--- src/rtl/bcd_update_sequencer.sv ---
// bcd_update_sequencer
// Registered binary-to-BCD converter that sits between the CPU OUT port and
// the 7-segment scanner. It watches bin_in and starts a conversion when the
// value changes or a refresh is requested. The conversion is a serial
// shift-and-add-3 (double-dabble) that processes one bit per clock. The last
// finished result is held on bcd_out until the next done pulse.
// "force" is a reserved word in SystemVerilog, so the refresh request port is
// named force_req.
module bcd_update_sequencer #(
   parameter int WIDTH  = 8,
   parameter int DIGITS = 3
) (
   input  logic                  clock,
   input  logic                  nReset,
   input  logic [WIDTH-1:0]      bin_in,
   input  logic                  force_req,
   input  logic                  freeze,
   output logic [4*DIGITS-1:0]   bcd_out,
   output logic                  busy,
   output logic                  done
);

   localparam int BW = 4 * DIGITS;
   localparam int CW = (WIDTH > 1) ? $clog2(WIDTH) : 1;

   // The decimal range must cover the largest binary input, or the top digit
   // would silently overflow.
   localparam longint unsigned DEC_RANGE = 64'd10 ** DIGITS;
   localparam longint unsigned BIN_MAX   = (64'd1 << WIDTH) - 64'd1;

   if (DEC_RANGE <= BIN_MAX) begin : g_bad_digits
      $error("bcd_update_sequencer: DIGITS too small for WIDTH");
   end

   typedef enum logic [0:0] {
      IDLE  = 1'b0,
      SHIFT = 1'b1
   } state_t;

   state_t              state;
   logic [WIDTH-1:0]    shift_reg;
   logic [WIDTH-1:0]    last_bin;
   logic [BW-1:0]       acc;
   logic [CW-1:0]       count;
   logic                pending;

   logic [BW-1:0]       adj;
   logic [BW+WIDTH-1:0] cat_n;
   logic                start;

   // Per-digit add-3 correction. A digit of 5 or more becomes 8 or more, so
   // the following shift carries correctly into the next decade.
   for (genvar d = 0; d < DIGITS; d++) begin : g_digit
      assign adj[4*d +: 4] = (acc[4*d +: 4] >= 4'd5) ? acc[4*d +: 4] + 4'd3
                                                     : acc[4*d +: 4];
   end

   // One double-dabble step. The binary MSB moves into the BCD LSB.
   assign cat_n = {adj, shift_reg} << 1;

   // A refresh remembered in pending counts the same as a new request.
   // Freeze only gates the start, so requests still queue while frozen.
   assign start = !freeze && ((bin_in != last_bin) || force_req || pending);

   // Control FSM and datapath registers. All outputs are registered.
   always_ff @(posedge clock or negedge nReset) begin
      if (!nReset) begin
         state     <= IDLE;
         shift_reg <= '0;
         last_bin  <= '0;
         acc       <= '0;
         count     <= '0;
         pending   <= 1'b0;
         bcd_out   <= '0;
         busy      <= 1'b0;
         done      <= 1'b0;
      end else begin
         done <= 1'b0;
         case (state)
            IDLE: begin
               if (start) begin
                  shift_reg <= bin_in;
                  last_bin  <= bin_in;
                  acc       <= '0;
                  count     <= CW'(WIDTH - 1);
                  pending   <= 1'b0;
                  busy      <= 1'b1;
                  state     <= SHIFT;
               end else if (force_req) begin
                  // A refresh requested while frozen is held until release.
                  pending <= 1'b1;
               end
            end
            SHIFT: begin
               acc       <= cat_n[BW+WIDTH-1:WIDTH];
               shift_reg <= cat_n[WIDTH-1:0];
               count     <= count - 1'b1;
               if (force_req) pending <= 1'b1;
               if (count == '0) begin
                  // Only the complete result is published.
                  bcd_out <= cat_n[BW+WIDTH-1:WIDTH];
                  done    <= 1'b1;
                  busy    <= 1'b0;
                  state   <= IDLE;
               end
            end
            default: state <= IDLE;
         endcase
      end
   end

endmodule

--- config.mk ---
export PLATFORM = sky130hd
export DESIGN_NAME = bcd_update_sequencer
export DESIGN_NICKNAME = d
export VERILOG_FILES = /design/src/rtl/bcd_update_sequencer.sv
export SDC_FILE = /design/constraint.sdc
export NUM_CORES = 1
export LEC_CHECK = 0
export CORE_MARGIN = 4
export CORE_UTILIZATION = 55
export DETAILED_ROUTE_END_ITERATION = 8
export GPL_TIMING_DRIVEN = 1
export PLACE_DENSITY = 0.79
export SETUP_SLACK_MARGIN = 0.5
export SLEW_MARGIN = 40
export SYNTH_ARGS = -nofsm -noshare
export SYNTH_HDL_FRONTEND = slang
export SYNTH_SLANG_ARGS = --single-unit
--- constraint.sdc ---
create_clock -name clock -period 3.05 [get_ports clock]
set_input_delay 0.61 -clock clock [delete_from_list [all_inputs] [get_ports clock]]
set_output_delay 0.61 -clock clock [all_outputs]
set_load 0.1 [all_outputs]
Yosys cells after proc, flatten, opt, wreduce, memory -nomap -nowiden

Cells that the tools add are included.
Widths: inputs -> output; s select.

Register bits: 47
Input port bits: 12

Add/subtract/negate cells: 4
Magnitude comparators: 3
Equality and inequality tests: 3
Multiplexer cells: 20
Bitwise logic cells: 1
Reductions and logical operators: 8

Operators with widths:

| cell                | count |
|---|---|
| $pmux 12 s2         | 1 |
| $pmux 8 s2          | 1 |
| $ge 4x3->1 const B  | 3 |
| $mux 12             | 1 |
| $add 4x2->4 const B | 2 |
| $mux 1              | 8 |
| $mux 4              | 2 |
| $mux 8              | 1 |
| $ne 8x8->1          | 1 |
| $mux 3              | 2 |
| $pmux 1 s2          | 3 |
| $pmux 3 s2          | 1 |
| $reduce_and 2->1    | 3 |
| $add 3x2->3 const B | 1 |
| $logic_not 3->1     | 1 |
| $sub 3x1->3 const B | 1 |
| $logic_or 1x1->1    | 2 |
| $ne 2x1->1 const B  | 1 |
| $ne 2x2->1 const B  | 1 |
| $logic_and 1x1->1   | 1 |
| $logic_not 1->1     | 1 |
| $not 1->1           | 1 |

Longest topological paths before layout

Depth in word-level cells: 6
Depth in mapped cells: 7

Least setup slack after synthesis

Ideal clock, no wire load.

Path type: input to register
Start: in bin_in[2]
End: reg shift_reg[1]
Library setup time: 0.123 ns
Arrival: 1.611 ns
Slack: 1.316 ns
Cell stages on the path: 6
Path buffers: 1
Path through: xnor2_1 and4_1 a31oi_1 or2_1 buf_6 o221a_1

Cells in the longest elaborated chain, start to end: 5

Ends and longest elaborated chain:

| element                       | RTL line | source |
|---|---|---|
| start: declaration            | 15       | `input logic [WIDTH-1:0] bin_in,` |
| $ne 8x8->1                    | 63       | `assign start = !freeze && ((bin_in != last_bin) \|\| force_req \|\| pending);` |
| $logic_or 1x1->1 (2 in a row) | 63       |  |
| $logic_and 1x1->1             | 63       |  |
| $ne 2x2->1 (no source line)   | -        |  |
| end signal: assignment        | 82       | `shift_reg <= bin_in;` |
| end signal: assignment        | 96       | `shift_reg <= cat_n[WIDTH-1:0];` |
| end: declaration              | 41       | `logic [WIDTH-1:0] shift_reg;` |

Every way passes these cells.
A chain may end at the register's enable or synchronous reset.

Final worst setup path

Start: in bin_in[2]
End: reg last_bin[0]

Cells in the longest elaborated chain, start to end: 5

Ends and longest elaborated chain:

| element                           | RTL line | source |
|---|---|---|
| $ne 8x8->1                        | 63       |  |
| $logic_or 1x1->1 (2 in a row)     | 63       |  |
| $logic_and 1x1->1                 | 63       |  |
| $reduce_and 2->1 (no source line) | -        |  |
| end signal: assignment            | 83       | `last_bin <= bin_in;` |
| end: declaration                  | 42       | `logic [WIDTH-1:0] last_bin;` |

Every way passes these cells.

==> results.json <==
{
  "status": "complete, no violations",
  "initial_core_util": 0.588,
  "ios": 26,
  "crit_chain": "clkdlybuf4s50_1 -> xnor2_1 -> and4_1 -> nand2_1 -> o21a_1 -> mux2_2",
  "root_buffer": "clkbuf_8",
  "clk_latency_ns": 0.29,
  "drc_errors": 0,
  "synth-async-reset-ratio": 1.00,
  "cts_buffers": 5,
  "final_cell_mix": "dfrtp_1, nand2_1, buf_4",
  "drtIter0Drc": 95,
  "routed_wl_mm": 4.18,
  "tightest_slew_ns": 0.722,
  "grt_pass1_wl_mm": 7.28,
  "hold_viol": 0,
  "syn2layout_area_growth_pct": 14.7,
  "min_period_over_period": 0.697,
  "ys_seq_area_frac": 0.527,
  "ys.flop_type": "dfrtp_1",
  "grt_max_degree": 48,
  "dieWidth_um": 71.7,
  "drv_slew": 0,
  "critPathCaptureType": "register",
  "cts_setup_buffers": 0,
  "syn_avg_cell_area_um2": 10.6,
  "worstPathRequired_ns": 3.23,
  "skew_ns": 0.00384,
  "critPathBufInv": 1,
  "startpoint_type": "input port",
  "nets": 259,
  "tns_ns": 0,
  "syn_inst": 211,
  "path_delay_family": "buffers and inverters",
  "synth_nets": 231,
  "dp_hpwl_mm": 2.96,
  "yosysWarnings": 0,
  "io_buffers": 25,
  "fmax_mhz": 470,
  "rsz0062_at_grt": "no",
  "cp_slowest_stage_delay_ns": 0.51,
  "synth-edff-count": 0,
  "reg.largest.list": "acc (12), bcd_out (12)",
  "worstSetupPathType": "in2reg",
  "drive_gt1_frac": 0.143,
  "antenna_cells": 0,
  "cts_buffer_depth": 2,
  "vias": 1532,
  "rows": 22,
  "antenna_found_initial": 0,
  "hold_buffers": 0,
  "min_path_type": "in2async",
  "drv_cap": 0,
  "cts_tree": "built",
  "track_usage": 0.181,
  "synth_cell_types": 29,
  "core-area_mm2": 0.00380,
  "cts_sinks": 47,
  "dieArea_mm2": 0.00514,
  "worstPathArrival_ns": 2.30,
  "fin_crit_ns": 2.13,
  "crit_path_top_delay_cell": "clkdlybuf4s50_1",
  "max_slew_margin": 0.517,
  "cts_max_level": 2,
  "cts_resized": 0,
  "finalSetupViolCount": 0,
  "cts.clk_slew.worst_paths_ns": 0.08,
  "layout_commonest_cell": "dfrtp_1",
  "via_per_inst": 5.36,
  "ant_nets": 0,
  "ys_ff_latch": 47,
  "first_pass_iters": 4,
  "gp_congestion": 0.748,
  "wire_per_inst_um": 14.6,
  "grt.overflow.total": 0,
  "synthesis.area_mm2": 0.00223,
  "first_global_vias": 1523,
  "dieHeight_um": 71.7,
  "path_max_fanout": 13
}
## through the flow
| step | std cells | instance area [um^2] | util | hold slack [ns] | worst slack (ns) |
|---|---|---|---|---|---|
| after floorplan | 211 | 2230 | - | 0.314 | 1.32 |
| after global placement | 280 | 2480 | 0.654 | 0.461 | 0.641 |
| after detailed placement | 280 | 2490 | 0.655 | 0.466 | 0.619 |
| after CTS | 286 | 2560 | 0.674 | 0.330 | 0.929 |
| after global routing | 286 | 2560 | 0.674 | 0.352 | 0.823 |
| final | 286 | 2560 | 0.674 | 0.318 | 0.923 |
## synthesized netlist by cell type, drive strengths merged, types with 3 or more instances
| master | count | area share |
|---|---|---|
| mux2 | 8 | 0.040 |
| nor3b | 5 | 0.017 |
| a21oi | 11 | 0.025 |
| nand2 | 34 | 0.057 |
| o221a | 7 | 0.035 |
| nand3 | 3 | 0.0067 |
| inv | 9 | 0.015 |
| xnor2 | 10 | 0.039 |
| dfrtp | 47 | 0.53 |
| nand2b | 9 | 0.025 |
| clkbuf | 3 | 0.0050 |
| a211oi | 4 | 0.013 |
| ha | 8 | 0.045 |
| buf | 5 | 0.016 |
| mux2i | 9 | 0.040 |
| o21ai | 12 | 0.027 |
| nor2 | 16 | 0.028 |
| xor2 | 3 | 0.012 |
## per-layer routing
metal | share of wire | up-vias | GRT usage
met5 | 0 | - | 0
met1 | 0.47 | 735 | 0.255
li1 | - | 765 | -
met3 | 0.037 | 4 | 0.0379
met4 | 0.0091 | 0 | 0.0626
met2 | 0.48 | 28 | 0.277
## final cells by class
type / instances / area, um^2
tap: 48 / 60.1
fill: 328 / 1240
multi-input combinational: 147 / 975
inverter: 9 / 33.8
sequential: 47 / 1180
clock buffer: 6 / 72.6
timing repair buffer: 29 / 243
## cell families (layout without fill, tap and decap cells)
| logic type | Yosys count | count (layout) | synth area share |
|---|---|---|---|
| simple gates | 73 | 73 | 0.154 |
| buf+inv | 17 | 44 | 0.0364 |
| fa+ha+maj | 8 | 8 | 0.0448 |
| compound gates | 36 | 36 | 0.107 |
| xor+xnor | 13 | 13 | 0.0510 |
| mux | 17 | 17 | 0.0807 |
| flops | 47 | 47 | 0.527 |
## path summary, 6_finish.rpt
check	slack [ns]	from	end	depth (start not counted)
min in group clock	0.48	bcd_out[2]	bcd_out[2]	2
max	0.92	bin_in[2]	last_bin[0]	6
max in group asynchronous	2.35	nReset	bcd_out[1]	1
min reg2reg	0.48	bcd_out[2]	bcd_out[2]	2
max reg2reg	1.21	state	bcd_out[10]	4
min	0.32	nReset	bcd_out[6]	1
Power is left out: the tool's default activity adds up to more than one toggle a clock period on the data nets, which glitch-free logic cannot reach.
